[src/rtl/uart_tx_fifo_pkg.sv]
// Shared definitions for the buffered UART transmitter.
//   UART_ADDR            : store address the CPU decode maps onto this block
//   DEFAULT_CLKS_PER_BIT : 100 MHz / 115200 baud
//   uart_state_e         : serializer FSM encoding (2-bit)
package uart_tx_fifo_pkg;

  localparam logic [31:0] UART_ADDR            = 32'h8000_0000;
  localparam int          DEFAULT_CLKS_PER_BIT = 868;
  localparam int          DATA_BITS            = 8;

  typedef enum logic [1:0] {
    UART_S_IDLE  = 2'd0,
    UART_S_START = 2'd1,
    UART_S_DATA  = 2'd2,
    UART_S_STOP  = 2'd3
  } uart_state_e;

endpackage

[src/rtl/uart_tx_fifo_serializer.sv]
// 8N1 frame serializer: FSM, baud counter and shift register.
// Ports:
//   clk, rst_n : clock, asynchronous active-low reset
//   load       : take data_in and start a frame (only honoured while ready)
//   data_in    : byte to transmit
//   ready      : a load is accepted this cycle (IDLE, or last cycle of STOP)
//   tx         : serial line, registered, idle high
//   busy       : FSM is not IDLE
module uart_tx_fifo_serializer
  import uart_tx_fifo_pkg::*;
#(
  parameter int CLKS_PER_BIT = DEFAULT_CLKS_PER_BIT
) (
  input  logic       clk,
  input  logic       rst_n,
  input  logic       load,
  input  logic [7:0] data_in,
  output logic       ready,
  output logic       tx,
  output logic       busy
);

  localparam int BAUD_W = (CLKS_PER_BIT > 1) ? $clog2(CLKS_PER_BIT) : 1;
  localparam logic [BAUD_W-1:0] BAUD_LAST = BAUD_W'(CLKS_PER_BIT - 1);

  uart_state_e       state_q, state_d;
  logic [BAUD_W-1:0] baud_q, baud_d;
  logic [2:0]        bit_q, bit_d;
  logic [7:0]        shift_q, shift_d;
  logic              tx_q, tx_d;
  logic              baud_last;

  assign baud_last = (baud_q == BAUD_LAST);

  // NOTE: every variable gets a default before the case so no path leaves
  // it unassigned -- otherwise synthesis infers a latch.
  always_comb begin
    state_d = state_q;
    baud_d  = baud_q + BAUD_W'(1);
    bit_d   = bit_q;
    shift_d = shift_q;
    ready   = 1'b0;

    unique case (state_q)
      UART_S_IDLE: begin
        baud_d = '0;
        ready  = 1'b1;
        if (load) begin
          state_d = UART_S_START;
          shift_d = data_in;
        end
      end
      UART_S_START: begin
        if (baud_last) begin
          state_d = UART_S_DATA;
          baud_d  = '0;
          bit_d   = '0;
        end
      end
      UART_S_DATA: begin
        if (baud_last) begin
          baud_d = '0;
          if (bit_q == 3'(DATA_BITS - 1)) begin
            state_d = UART_S_STOP;
          end else begin
            bit_d   = bit_q + 3'd1;
            shift_d = shift_q >> 1;
          end
        end
      end
      UART_S_STOP: begin
        if (baud_last) begin
          baud_d = '0;
          ready  = 1'b1;
          // Back-to-back frames: a waiting byte goes straight to START.
          if (load) begin
            state_d = UART_S_START;
            shift_d = data_in;
          end else begin
            state_d = UART_S_IDLE;
          end
        end
      end
      default: state_d = UART_S_IDLE;
    endcase

    // Line level follows the state being entered, so it is ready at the
    // same edge as the state change and comes straight out of a flop.
    unique case (state_d)
      UART_S_START: tx_d = 1'b0;
      UART_S_DATA:  tx_d = shift_d[0];
      default:      tx_d = 1'b1;
    endcase
  end

  // NOTE: sequential state uses non-blocking assignments so all flops
  // update together; blocking is reserved for the combinational block.
  always_ff @(posedge clk or negedge rst_n) begin
    if (!rst_n) begin
      state_q <= UART_S_IDLE;
      baud_q  <= '0;
      bit_q   <= '0;
      shift_q <= '0;
      tx_q    <= 1'b1;
    end else begin
      state_q <= state_d;
      baud_q  <= baud_d;
      bit_q   <= bit_d;
      shift_q <= shift_d;
      tx_q    <= tx_d;
    end
  end

  assign tx   = tx_q;
  assign busy = (state_q != UART_S_IDLE);

endmodule

[src/rtl/uart_tx_fifo.sv]
// Buffered UART transmitter: a FIFO absorbs CPU store bursts and feeds an
// 8N1 serializer.
// Ports:
//   sys_clk_i, sys_rstn_i : clock, asynchronous active-low reset
//   uart_wr_i, uart_dat_i : push strobe and byte
//   clr_ovf_i             : clears the sticky overflow flag
//   uart_tx               : serial line, idle high
//   full_o, empty_o       : FIFO full / empty
//   count_o               : bytes queued, excluding the one being shifted
//   busy_o                : serializer active
//   overflow_o            : sticky, a push was dropped
module uart_tx_fifo
  import uart_tx_fifo_pkg::*;
#(
  parameter int DEPTH        = 16,
  parameter int ADDR_W       = 4,
  parameter int CLKS_PER_BIT = DEFAULT_CLKS_PER_BIT
) (
  input  logic            sys_clk_i,
  input  logic            sys_rstn_i,
  input  logic            uart_wr_i,
  input  logic [7:0]      uart_dat_i,
  input  logic            clr_ovf_i,
  output logic            uart_tx,
  output logic            full_o,
  output logic            empty_o,
  output logic [ADDR_W:0] count_o,
  output logic            busy_o,
  output logic            overflow_o
);

  logic [7:0]        mem [DEPTH];
  logic [ADDR_W-1:0] wptr_q, rptr_q;
  logic [ADDR_W:0]   count_q;
  logic              overflow_q;
  logic              push, pop, ser_ready;

  // Full/empty come from the registered count, so a push into a full FIFO
  // is dropped even when a pop frees a slot on the same edge.
  assign full_o  = (count_q == (ADDR_W + 1)'(DEPTH));
  assign empty_o = (count_q == '0);
  assign push    = uart_wr_i && !full_o;
  assign pop     = ser_ready && !empty_o;

  // NOTE: the storage array has no reset; emptiness is tracked by the
  // pointers and count, so stale contents are never read.
  always_ff @(posedge sys_clk_i) begin
    if (push) mem[wptr_q] <= uart_dat_i;
  end

  // Pointers wrap naturally because DEPTH is a power of two.
  always_ff @(posedge sys_clk_i or negedge sys_rstn_i) begin
    if (!sys_rstn_i) begin
      wptr_q     <= '0;
      rptr_q     <= '0;
      count_q    <= '0;
      overflow_q <= 1'b0;
    end else begin
      if (push) wptr_q <= wptr_q + ADDR_W'(1);
      if (pop)  rptr_q <= rptr_q + ADDR_W'(1);
      unique case ({push, pop})
        2'b10:   count_q <= count_q + (ADDR_W + 1)'(1);
        2'b01:   count_q <= count_q - (ADDR_W + 1)'(1);
        default: count_q <= count_q;
      endcase
      // A dropped push outranks a clear on the same edge.
      if (uart_wr_i && full_o) overflow_q <= 1'b1;
      else if (clr_ovf_i)      overflow_q <= 1'b0;
    end
  end

  uart_tx_fifo_serializer #(
    .CLKS_PER_BIT (CLKS_PER_BIT)
  ) u_serializer (
    .clk     (sys_clk_i),
    .rst_n   (sys_rstn_i),
    .load    (pop),
    .data_in (mem[rptr_q]),
    .ready   (ser_ready),
    .tx      (uart_tx),
    .busy    (busy_o)
  );

  assign count_o    = count_q;
  assign overflow_o = overflow_q;

endmodule

[config.mk]
export PLATFORM = sky130hd
export DESIGN_NAME = uart_tx_fifo
export DESIGN_NICKNAME = d
export VERILOG_FILES = /design/src/rtl/uart_tx_fifo_pkg.sv /design/src/rtl/uart_tx_fifo_serializer.sv /design/src/rtl/uart_tx_fifo.sv
export SDC_FILE = /design/constraint.sdc
export NUM_CORES = 1
export LEC_CHECK = 0
export CAP_MARGIN = 20
export CORE_MARGIN = 5
export CORE_UTILIZATION = 60
export CTS_BUF_LIST = sky130_fd_sc_hd__clkbuf_4
export DETAILED_ROUTE_END_ITERATION = 8
export GPL_TIMING_DRIVEN = 0
export PLACE_DENSITY = 0.83
export SETUP_SLACK_MARGIN = 0.05
export SLEW_MARGIN = 0
export SYNTH_ARGS = -nofsm -noshare
export SYNTH_HDL_FRONTEND = slang
export SYNTH_SLANG_ARGS = --single-unit
[constraint.sdc]
create_clock -name sys_clk_i -period 4.2 [get_ports sys_clk_i]
set_input_delay 1.05 -clock sys_clk_i [delete_from_list [all_inputs] [get_ports sys_clk_i]]
set_output_delay 1.05 -clock sys_clk_i [all_outputs]
set_load 0.005 [all_outputs]
* After elaboration in Yosys (flattened, before gate mapping)
Memories as Yosys holds them, arrays and structs flattened.
Cells that the tools add are included.
** Word-level totals
- Register bits after elaboration :: 38
- RAM bits :: 128
- Input bits :: 12
- Output and inout bits :: 10
- Logic and storage cells :: 72
- Memories kept :: 1
** Memory list
- mem :: depth 16, width 8, read ports 1, clocked after memory_dff 0, wr ports 1, RTL line uart_tx_fifo.sv:32 : logic [7:0] mem [DEPTH];
** Cells by class
- $add $sub $neg :: 6
- Equality and inequality tests :: 14
- Muxes and demuxes :: 26
- Reduce and logical (&&, ||, !) cells :: 15
** Operators by type and width (number)
- $mux 8 :: 4
- $pmux 8 s3 :: 1
- $pmux 10 s2 :: 1
- $add 10x1->10 const B :: 1
- $eq 10x10->1 const B :: 1
- $mux 10 :: 1
- $mux 2 :: 5
- $pmux 5 s2 :: 1
- $mux 3 :: 3
- $add 4x1->4 const B :: 2
- $eq 2x2->1 const B :: 4
- $pmux 2 s4 :: 1
- $reduce_and 4->1 :: 2
- $reduce_bool 2->1 :: 4
- $eq 2x1->1 const B :: 3
- $mux 1 :: 6
- $ne 2x1->1 const B :: 3
- $pmux 3 s2 :: 1
- $add 5x1->5 const B :: 1
- $eq 5x5->1 const B :: 1
- $logic_not 5->1 :: 1
- $sub 5x1->5 const B :: 1
- $pmux 1 s2 :: 2
- $add 3x1->3 const B :: 1
- other kinds (7) :: 10

* Depth between registers and ports, before layout
- Depth after elaboration :: 9
- Depth in mapped cells :: 15
- Mapped depth without buffers :: 12

* Cells and area by module
From an unflattened synthesis, not the netlist that was laid out.
** Second synthesis, totals
- Cell total of the unflattened synthesis :: 487
- Area total of the unflattened synthesis :: 7313.3 µm²
** By module, submodules not included
- uart_tx_fifo :: times used 1, cells each 335, area an instance 5816.8 µm², seq. area each 4194.0 µm²
- uart_tx_fifo_serializer :: times used 1, cells each 152, area an instance 1496.4 µm², seq. area each 601.8 µm²

* Worst setup path after synthesis
OpenSTA, ideal clock, no wires.
- Path kind :: input -> register
- From :: input port uart_wr_i
- To :: register count_q[4] (netlist: count_o[4])
- Library setup time :: 80 ps
- Arrival :: 2929 ps
- Data required time :: 4120 ps
- Slack :: 1191 ps
- Cell stages on the path :: 12
- Path buffers :: 2
- Cells stage by stage :: and2_1 > clkbuf_1 > inv_1 > ha_1 > clkbuf_1 > xor2_1 > ha_1 > o21a_1 > o21ai_0 > o21bai_1 > mux2i_1 > xnor2_1
** On the way
- Longest elaborated chain between the ends :: 3
- Elaborated cells between the ends (all ways) :: 5
- Classes of those cells :: 2 x eq/ne; 1 x mux; 2 x reduce/logical
** Ends and longest elaborated chain
- start, declared :: RTL line uart_tx_fifo.sv:21 : input logic uart_wr_i,
- $logic_and 1x1->1 (*) :: RTL line uart_tx_fifo.sv:42 : assign push = uart_wr_i && !full_o;
- $eq 2x1->1 / $eq 2x2->1 (equally long branches) :: RTL line uart_tx_fifo.sv:61 : unique case ({push, pop})
- $pmux 5 s2 / $reduce_bool 2->1 (equally long branches)
- end signal, assigned :: RTL line uart_tx_fifo.sv:62 : 2'b10: count_q <= count_q + (ADDR_W + 1)'(1);
- end signal, assigned :: RTL line uart_tx_fifo.sv:63 : 2'b01: count_q <= count_q - (ADDR_W + 1)'(1);
- end signal, assigned :: RTL line uart_tx_fifo.sv:64 : default: count_q <= count_q;
- end, declared :: RTL line uart_tx_fifo.sv:34 : logic [ADDR_W:0] count_q;
Mark *: on every way between the ends. The rest lies on a longest branch, timed or not.
A chain may end at the register's enable or synchronous reset.

* Final worst setup path
- From :: register u_serializer.baud_q[0]
- To :: register count_q[4] (netlist: count_o[4])
** On the way
- Longest elaborated chain between the ends :: 6
- Elaborated cells between the ends (all ways) :: 8
- Classes of those cells :: 3 x eq/ne; 3 x mux; 2 x reduce/logical
** Ends and longest elaborated chain
- start, declared :: RTL line uart_tx_fifo_serializer.sv:27 : logic [BAUD_W-1:0] baud_q, baud_d;
- start signal, assigned :: RTL line uart_tx_fifo_serializer.sv:107 : baud_q <= baud_d;
- $eq 10x10->1 (*) :: RTL line uart_tx_fifo_serializer.sv:33 : assign baud_last = (baud_q == BAUD_LAST);
- $mux 1 (*) :: RTL line uart_tx_fifo_serializer.sv:72 : if (baud_last) begin
- $pmux 1 s2 (*) :: RTL line uart_tx_fifo_serializer.sv:44 : unique case (state_q)
- $logic_and 1x1->1 (*) :: RTL line uart_tx_fifo.sv:43 : assign pop = ser_ready && !empty_o;
- $eq 2x1->1 / $eq 2x2->1 (equally long branches) :: RTL line uart_tx_fifo.sv:61
- $pmux 5 s2 / $reduce_bool 2->1 (equally long branches)
Marked as above.

==> impl_metrics.json <==
{
  "path_buf_inv": 2,
  "post-synth-top-area-fraction_pct": 52.7,
  "grt_pass1_vias": 4072,
  "crit_path_end_kind": "register",
  "rows": 40,
  "clk_latency_ns": 0.56,
  "outcome": "finished clean",
  "finalWirelength_mm": 13.4,
  "synth_seq_cells": 166,
  "area.growth.synth_to_final_pct": 9.90,
  "syn_avg_cell_area_um2": 16.3,
  "post-route-period-util_pct": 82.2,
  "cts_hold_buf": 0,
  "grt_use_total_pct": 20.1,
  "hold_violations": 0,
  "hpwl_mm": 9.36,
  "viasPerCell": 6.13,
  "detail_route.first_pass.iterations": 5,
  "synth_seq_area_share_pct": 65.7,
  "synth_edf_count": 128,
  "max_cap_violations": 0,
  "antenna_left": 0,
  "grt_pass1_wl_mm": 21.6,
  "critical_path_class": "reg2reg",
  "crit_chain": "ha_1, nor3b_2, a41oi_1, nor2_1, buf_4, ha_1, clkbuf_1, xor2_1, ha_1, o21a_1, o21ai_0, o21bai_1, mux2i_1, xnor2_1",
  "drive_gt1_share_pct": 17.5,
  "start_util_pct": 61.0,
  "critPathMaxStageDelay_ns": 0.42,
  "post-cts-setup-buffers": 0,
  "ctsResizeCount": 0,
  "grt_max_degree": 39,
  "yosysWarnings": 0,
  "critPathSlowestCell": "dfrtp_1",
  "finalInstanceArea_mm2": 0.00802,
  "place_area_mm2": 0.00771,
  "worstSetupStartpointType": "register",
  "grtUsageMet2_pct": 34.3,
  "globalplace.congestion": 0.771,
  "peakVddDrop_v": 0.000433,
  "nFillCells": 799,
  "rsz0062_at_grt": "false",
  "cp_max_fo": 11,
  "synth_area_mm2": 0.00730,
  "fp.dieH_um": 120,
  "nNetsFinal": 520,
  "fmax_mhz": 290,
  "ioPinCount": 22,
  "slew-limit-headroom_pct": 37.3,
  "async_flop_share_pct": 22.9,
  "dieArea_mm2": 0.0145,
  "use_met1_pct": 25.6,
  "period_needed_ns": 3.45,
  "mostFrequentLayoutCell": "edfxtp_1",
  "htreeDepth": 4,
  "cp_top_family": "adder cells",
  "synth_cell_type_count": 62,
  "grt_util_met3_pct": 4.49,
  "final_cell_mix": "edfxtp_1, dfrtp_1, nand2_1",
  "yosysTopAreaCell": "edfxtp_1",
  "antenna_found_initial": 0,
  "cts_root_buffer": "clkbuf_4",
  "wl_per_cell_um": 20.6,
  "num_vias": 3991,
  "cts.clk_slew.worst_paths_ns": 0.13,
  "cts_tree": "yes",
  "globalRouteOverflowTotal": 0,
  "setup_viol": 0,
  "syn_nets": 476,
  "finalSetupTns_ns": 0,
  "synthTopCellsByArea": "edfxtp_1, dfrtp_1, mux4_2",
  "leakagePower_nw": 2.87,
  "cts.path.max_buffers": 2,
  "final_max_slew_viol_count": 0,
  "worst_pin_slew_ns": 0.937,
  "required_ns": 4.69,
  "drt_iter0_markers": 471,
  "fin_worst_skew_ns": 0.0205,
  "num_antenna_cells": 0,
  "grt-busiest-layer": "met2",
  "powerDensity_mw_per_mm2": 610,
  "io_buffers": 21,
  "die-width_um": 120,
  "core-area_mm2": 0.0120,
  "hp-class": "reg2reg",
  "drcViolationCount": 0,
  "syn_inst": 447,
  "path_common_cell": "ha_1",
  "clock-sinks": 166,
  "critPathArrivalTime_ns": 3.94,
  "cts_made_buffers": 17,
  "ys.flop_type": "edfxtp_1"
}
-- state kept, by name, indices dropped and copies added, names as in the netlist --
name                  count
u_serializer.shift_q      8
wptr_q                    4
u_serializer.state_q      2
u_serializer.tx           1
u_serializer.baud_q      10
overflow_o                1
rptr_q                    4
count_o                   5
mem                     128
u_serializer.bit_q        3
-- worst reg2reg max path, stage by stage, from the launching register on --
cell and delay [ns]:
dfrtp_1 0.42, ha_1 0.24, nor3b_2 0.26, a41oi_1 0.24, nor2_1 0.31, buf_4 0.25, ha_1 0.20, clkbuf_1 0.34
xor2_1 0.18, ha_1 0.20, o21a_1 0.11, o21ai_0 0.08, o21bai_1 0.19, mux2i_1 0.24, xnor2_1 0.13
-- per-layer routing --
layer  share of wire [%]  up-vias  routed length [µm]
li1                    -     1828                   -
met1                  41     2008                5510
met2                  52      129                6930
met3                 5.1       26                 688
met4                 2.3        0                 308
met5                   0        -                   0
-- cell usage after synthesis (2+ instances only) --
library cell	instances
a221oi_2	2
a21oi_1	6
o211ai_1	7
a22o_1	2
and3_1	3
nor3_1	14
nor2b_1	3
ha_1	17
o21ai_1	2
nand2b_1	3
inv_1	16
clkbuf_2	3
buf_1	3
a41oi_1	2
o21ai_0	8
dfrtp_1	37
mux2_2	3
clkbuf_1	6
nand3_1	12
buf_4	4
and2_1	3
mux2i_1	20
nor3_2	2
a21o_1	3
a22oi_1	2
xnor2_1	12
nand3b_1	2
edfxtp_1	128
mux4_2	23
xor2_1	8
nand2_1	25
buf_2	7
mux4_1	10
nand4_1	2
nor2_1	20
-- path summary, 6_finish.rpt --
| kind | slack (ns) | to | start | cells after the start |
|---|---|---|---|---|
| worst max-delay path | 0.75 | count_o[4] | u_serializer.baud_q[0] | 14 |
| worst min-delay path | 0.50 | u_serializer.baud_q[0] | u_serializer.baud_q[0] | 1 |
| worst max register to register | 0.75 | count_o[4] | u_serializer.baud_q[0] | 14 |
| worst min register to register | 0.50 | u_serializer.baud_q[0] | u_serializer.baud_q[0] | 1 |
| max in group asynchronous | 3.09 | wptr_q[2] | sys_rstn_i | 1 |
| min in group asynchronous | 0.58 | overflow_o | sys_rstn_i | 1 |
-- logic make-up (layout without fill, tap and decap cells) --
group,Yosys count,after routing,share of synthesized area [%]
AOI/OAI and AO/OA,49,49,5.21
xor gates and xnor gates,20,20,2.40
adders and majority gates,17,17,2.92
buffers and inverters,41,98,2.81
DFF,166,166,65.7
muxes,56,56,13.9
and+or+nand+nor,98,98,7.01
-- metrics by stage --
step	setup WS (ns)	utilization [%]	instances	total power, mW	hold WS, ns
2_1_floorplan	1.19	-	447	3.44	0.458
6_report	0.747	67.0	651	4.89	0.503
5_1_grt	0.461	67.0	651	5.19	0.538
3_3_place_gp	0.499	64.3	615	3.88	0.477
3_5_place_dp	0.458	64.5	619	3.96	0.487
4_1_cts	0.760	67.0	651	4.93	0.508
-- final cells by class --
cell class | instances | area [µm²] | area share, %
Timing Repair Buffer | 25 | 230 | 2.87
Inverter | 16 | 60.1 | 0.749
Clock buffer | 18 | 135 | 1.69
Buffer | 25 | 145 | 1.81
Tap cell | 147 | 184 | 2.29
Clock inverter | 14 | 173 | 2.15
Sequential cell | 166 | 4800 | 59.8
Multi-Input combinational cell | 240 | 2290 | 28.6
-- power breakdown --
group	internal [mW]	switching, mW	leakage (nW)	total, mW
clock	0.426	0.556	0.162	0.982
combinational	0.835	0.946	1.06	1.78
sequential	2.02	0.111	1.65	2.13
Power figures use the tool's default switching activity.
==> RTL edit 1, RTL diff (same settings) <==
The package constant `DEFAULT_CLKS_PER_BIT` goes from 868 to 3472.
--- a/src/rtl/uart_tx_fifo_pkg.sv
+++ b/src/rtl/uart_tx_fifo_pkg.sv
@@ -5,7 +5,7 @@
 package uart_tx_fifo_pkg;
 
   localparam logic [31:0] UART_ADDR            = 32'h8000_0000;
-  localparam int          DEFAULT_CLKS_PER_BIT = 868;
+  localparam int          DEFAULT_CLKS_PER_BIT = 3472;
   localparam int          DATA_BITS            = 8;
 
   typedef enum logic [1:0] {
Behaviour: no difference found for any inputs over 10 cycles, from zero or initial values and one cycle with sys_rstn_i low; that may be too few to reach the edited logic, so the function may still have changed.
==> RTL edit 1 against the original RTL <==
- sequential cell count is 2 higher
- critical path depth is 1 lower
- final area is 0.62% lower
- maximum frequency is 0.94% lower
- routed wire length is 2.0% lower
- critical path type unchanged
- cell count is 4.5% lower
- worst setup slack worse by 0.033 ns
- synthesized area is 0.24% lower
- highest routed layer unchanged
- clock skew is 0.016 ns higher
Power is not compared: it rests on default switching activity, and its combinational part moved more than twofold at a synthesized area within 25%.
==> RTL edit 1: results (changes against the original RTL) <==
metric,value,unit,change
filler cell count in the final layout,780,,-2.4%
mux cell area share after synthesis,0.139,,about the same
Final #Nets,490,,-5.8%
Post-Synth Adder-Cell Area,0.0275,,-0.00165
GRT Overall Usage,0.199,,-0.00221
global-route wire length before repair,21.1,mm,-2.6%
DP HPWL,8.87,mm,-5.3%
worst endpoint data arrival time,3.93,ns,about the same
post-cts sizing count,0,,unchanged
Placed Area,0.00770,mm2,-0.16%
Worst setup endpoint,count_o[4],,
dpl cells,590,,-4.7%
Setup Skew,0.0368,ns,+0.0163 ns
Synth area leaders,"edfxtp_1 (53%), dfrtp_1 (13%), mux4_1 (7.6%), mux4_2 (5.9%), ha_1 (2.8%)",,
Mapped Nets,446,,-6.3%
detailed-route via count,3736,,-6.4%
largest net degree at the start of global routing,41,,+5.1%
CP max stage cell,nor2_1,,
Synth Area in XOR/XNOR,0.0265,,+0.00246
Worst Setup SP,u_serializer.baud_q[5],,
RePlAce Congestion,0.758,,-1.7%
synthesized netlist cell count,418,,-6.5%
register area share after synthesis,0.666,,+0.00846
DRT iter0 DRCs,309,,-34%
Largest regs,"mem x128, u_serializer.baud_q x12, u_serializer.shift_q x8",,
layout cells sized above 1,0.154,,-0.0209
critical path's largest stage delay,0.51,ns,+0.09 ns
top post-synthesis cells by count,"edfxtp_1 (128), dfrtp_1 (39), nor2_1 (34)",,
hold_ws,0.487,ns,-0.0158 ns
period utilization,0.830,,+0.00780
post-DR wirelength/cell,21.2,um,+2.6%
Slew HR,0.402,,+0.0296
Worst Path Max Fanout,9,,-2
outcome,"complete, no violations",,
path depth of the worst reg2reg path,13,,-1
vias in the first global route,3792,,-6.9%
count of cell types in the netlist,51,,-18%
post-synthesis compound-gate area fraction,0.0406,,-0.0116
drt via density,6.01,,-2.0%
Top delay family on crit path,simple AND/OR/NAND/NOR gates,,
Clock Path Buffers,2,,unchanged
Placement Setup Slack,0.377,ns,-0.0805 ns
==> RTL edit 1: cell types whose count changed in the layout (fill, tap and decap cells not counted), sizes merged, moves of 4 or more <==
cell / before / now
nand3: 12 / 3
mux2i: 20 / 1
mux4: 33 / 40
nand2: 25 / 17
a22o: 2 / 6
a221o: 0 / 6
nor3: 16 / 7
nor2b: 3 / 7
o211ai: 8 / 0
buf: 21 / 15
nor2: 20 / 34
==> RTL edit 1: area by class of cell <==
type	instances	share of cell area
inverter	16	0.00754
multi-input combinational	212	0.278
sequential	168	0.608
timing repair buffer	25	0.0295
clock inverter	15	0.0179
buffer	22	0.0201
tap	147	0.0231
clock buffer	17	0.0160
==> RTL edit 1: metal layers <==
layer  routed length, um  global-route usage  vias to the layer above  part of all wire
met5                   0                   0                        -                 0
met4                  89              0.0594                        0            0.0068
li1                    -                   -                     1729                 -
met3                 724              0.0481                        7             0.055
met1                5580               0.274                     1879              0.42
met2                6770               0.319                      121              0.51
==> RTL edit 2, RTL diff (same flow settings) <==
Made on the original files. Register the output `count_o` once more, with the module's reset; this adds one clock of latency there. The other outputs are not delayed to match.
--- a/src/rtl/uart_tx_fifo.sv
+++ b/src/rtl/uart_tx_fifo.sv
@@ -81,7 +81,13 @@
     .busy    (busy_o)
   );
 
-  assign count_o    = count_q;
+  always_ff @(posedge sys_clk_i or negedge sys_rstn_i) begin
+    if (!sys_rstn_i) begin
+      count_o <= '0;
+    end else begin
+      count_o <= count_q;
+    end
+  end
   assign overflow_o = overflow_q;
 
 endmodule
Check against the original RTL: not equivalent (Yosys sat finds a counterexample within 4 cycles, from zero or initial values and one cycle with sys_rstn_i low).
==> RTL edit 2 against the original RTL <==
- synthesized area up 1.7%
- worst setup slack worse by 0.045 ns
- power fell by 0.46%
- final area rose by 1.5%
- synthesized cell count increased by 1.1%
- sequential cell count rose by 5
- worst hold slack lost 0.20 ns
- routed wire length grew 4.2%
==> RTL edit 2: results (changes against the original RTL) <==
metric,value,unit,change
outcome,"complete, no violations",,
Post-Route M1 WL,5.75,mm,+4.4%
detailed-route via count,4035,,+1.1%
layout cells sized above 1,0.180,,+0.00579
vias in the first global route,4230,,+3.9%
post-synthesis compound-gate area fraction,0.0513,,-0.000879
post-DR wirelength/cell,20.6,um,about the same
leak pwr,0.00291,uW,+1.4%
largest net degree at the start of global routing,36,,-7.7%
worst vdd ir,0.000430,V,-0.74%
top post-synthesis cells by count,"edfxtp_1 (128), dfrtp_1 (42), nand2_1 (25)",,
routed length on met2,7.39,mm,+6.7%
ys async rst share,0.251,,+0.0225
Avg Inst Size Synth,16.4,um2,+0.59%
Synth area leaders,"edfxtp_1 (52%), dfrtp_1 (14%), mux4_2 (7.0%), mux4_1 (3.5%), ha_1 (2.9%)",,
min-delay worst type,primary input to asynchronous set/reset pin,,
DP HPWL,9.72,mm,+3.8%
filler cell count in the final layout,818,,+2.4%
drt via density,5.95,,-2.9%
mux cell area share after synthesis,0.137,,-0.00235
Setup Skew,0.0221,ns,+0.00162 ns
DRT iter0 DRCs,400,,-15%
met3 WL,546,um,-21%
RePlAce Congestion,0.819,,+6.2%
clock latency on the worst-skew pair,0.58,ns,+0.02 ns
Final #Nets,526,,+1.2%
Post-Synth Adder-Cell Area,0.0287,,-0.000492
worst endpoint data arrival time,4.00,ns,+0.06 ns
GRT Overall Usage,0.211,,+0.0104
Worst-Margin Slew,0.921,ns,-0.0165 ns
==> RTL edit 2: cell types whose count changed in the layout (fill, tap and decap cells not counted) <==
cell        unedited run  this run
bufinv_16              3         0
dfrtp_1               37        42
clkinvlp_4             1         3
buf_12                 1         2
clkbuf_4              18        19
buf_2                 10         8
clkinv_2               0         2
clkinv_1               3         0
buf_4                  6         8
inv_8                  1         2
clkinv_4               3         1
inv_6                  3         5
==> RTL edit 2: kinds of logic (layout without fill, tap and decap cells) <==
logic type	after synthesis	count (layout)
compound gates	49	49
buf+inv	41	99
xor+xnor	20	20
fa+ha+maj	17	17
flops	171	171
mux	56	56
simple gates	98	98
==> RTL edit 2: final timing paths <==
path                                        start              end  slack, ns  cells after the start
hold / removal                         sys_rstn_i        wptr_q[1]       0.31                      1
min in group sys_clk_i                 count_q[1]       count_o[1]       0.39                      0
hold reg to reg                        count_q[1]       count_o[1]       0.39                      0
setup reg to reg           u_serializer.baud_q[0]       count_q[4]       0.70                     14
max in group asynchronous              sys_rstn_i  u_serializer.tx       3.38                      2
setup / recovery           u_serializer.baud_q[0]       count_q[4]       0.70                     14
==> RTL edit 2: per-stage QoR <==
| step | setup WS [ns] | hold slack (ns) | power (uW) |
|---|---|---|---|
| global route | 0.367 | 0.270 | 5160 |
| CTS | 0.740 | 0.277 | 4900 |
| floorplan | 1.19 | 0.349 | 3520 |
| detailed placement | 0.401 | 0.362 | 4050 |
| finish | 0.703 | 0.305 | 4870 |
| global placement | 0.501 | 0.355 | 3950 |
==> RTL edit 2: layer usage <==
metal / track usage / vias to the layer above
met2: 0.368 / 97
met1: 0.258 / 2074
met3: 0.0462 / 25
met4: 0.0840 / 0
met5: 0 / -
li1: - / 1839
==> RTL edit 2: where the power goes <==
group	internal (uW)	switching, uW	total (uW)	leakage [uW]
registers	2090	117	2200	0.00170
clock network	263	600	863	0.000135
logic	840	960	1800	0.00107
total	3190	1680	4870	0.00291
==> RTL edit 2: area by class of cell <==
type                            instances  area (um2)  area share
Multi-Input combinational cell        240        2290       0.282
Buffer                                 25         145      0.0178
Timing Repair Buffer                   26         255      0.0314
Clock buffer                           19         143      0.0175
Tap cell                              168         210      0.0258
Clock inverter                         13         108      0.0132
Sequential cell                       171        4920       0.605
Inverter                               16        60.1     0.00738
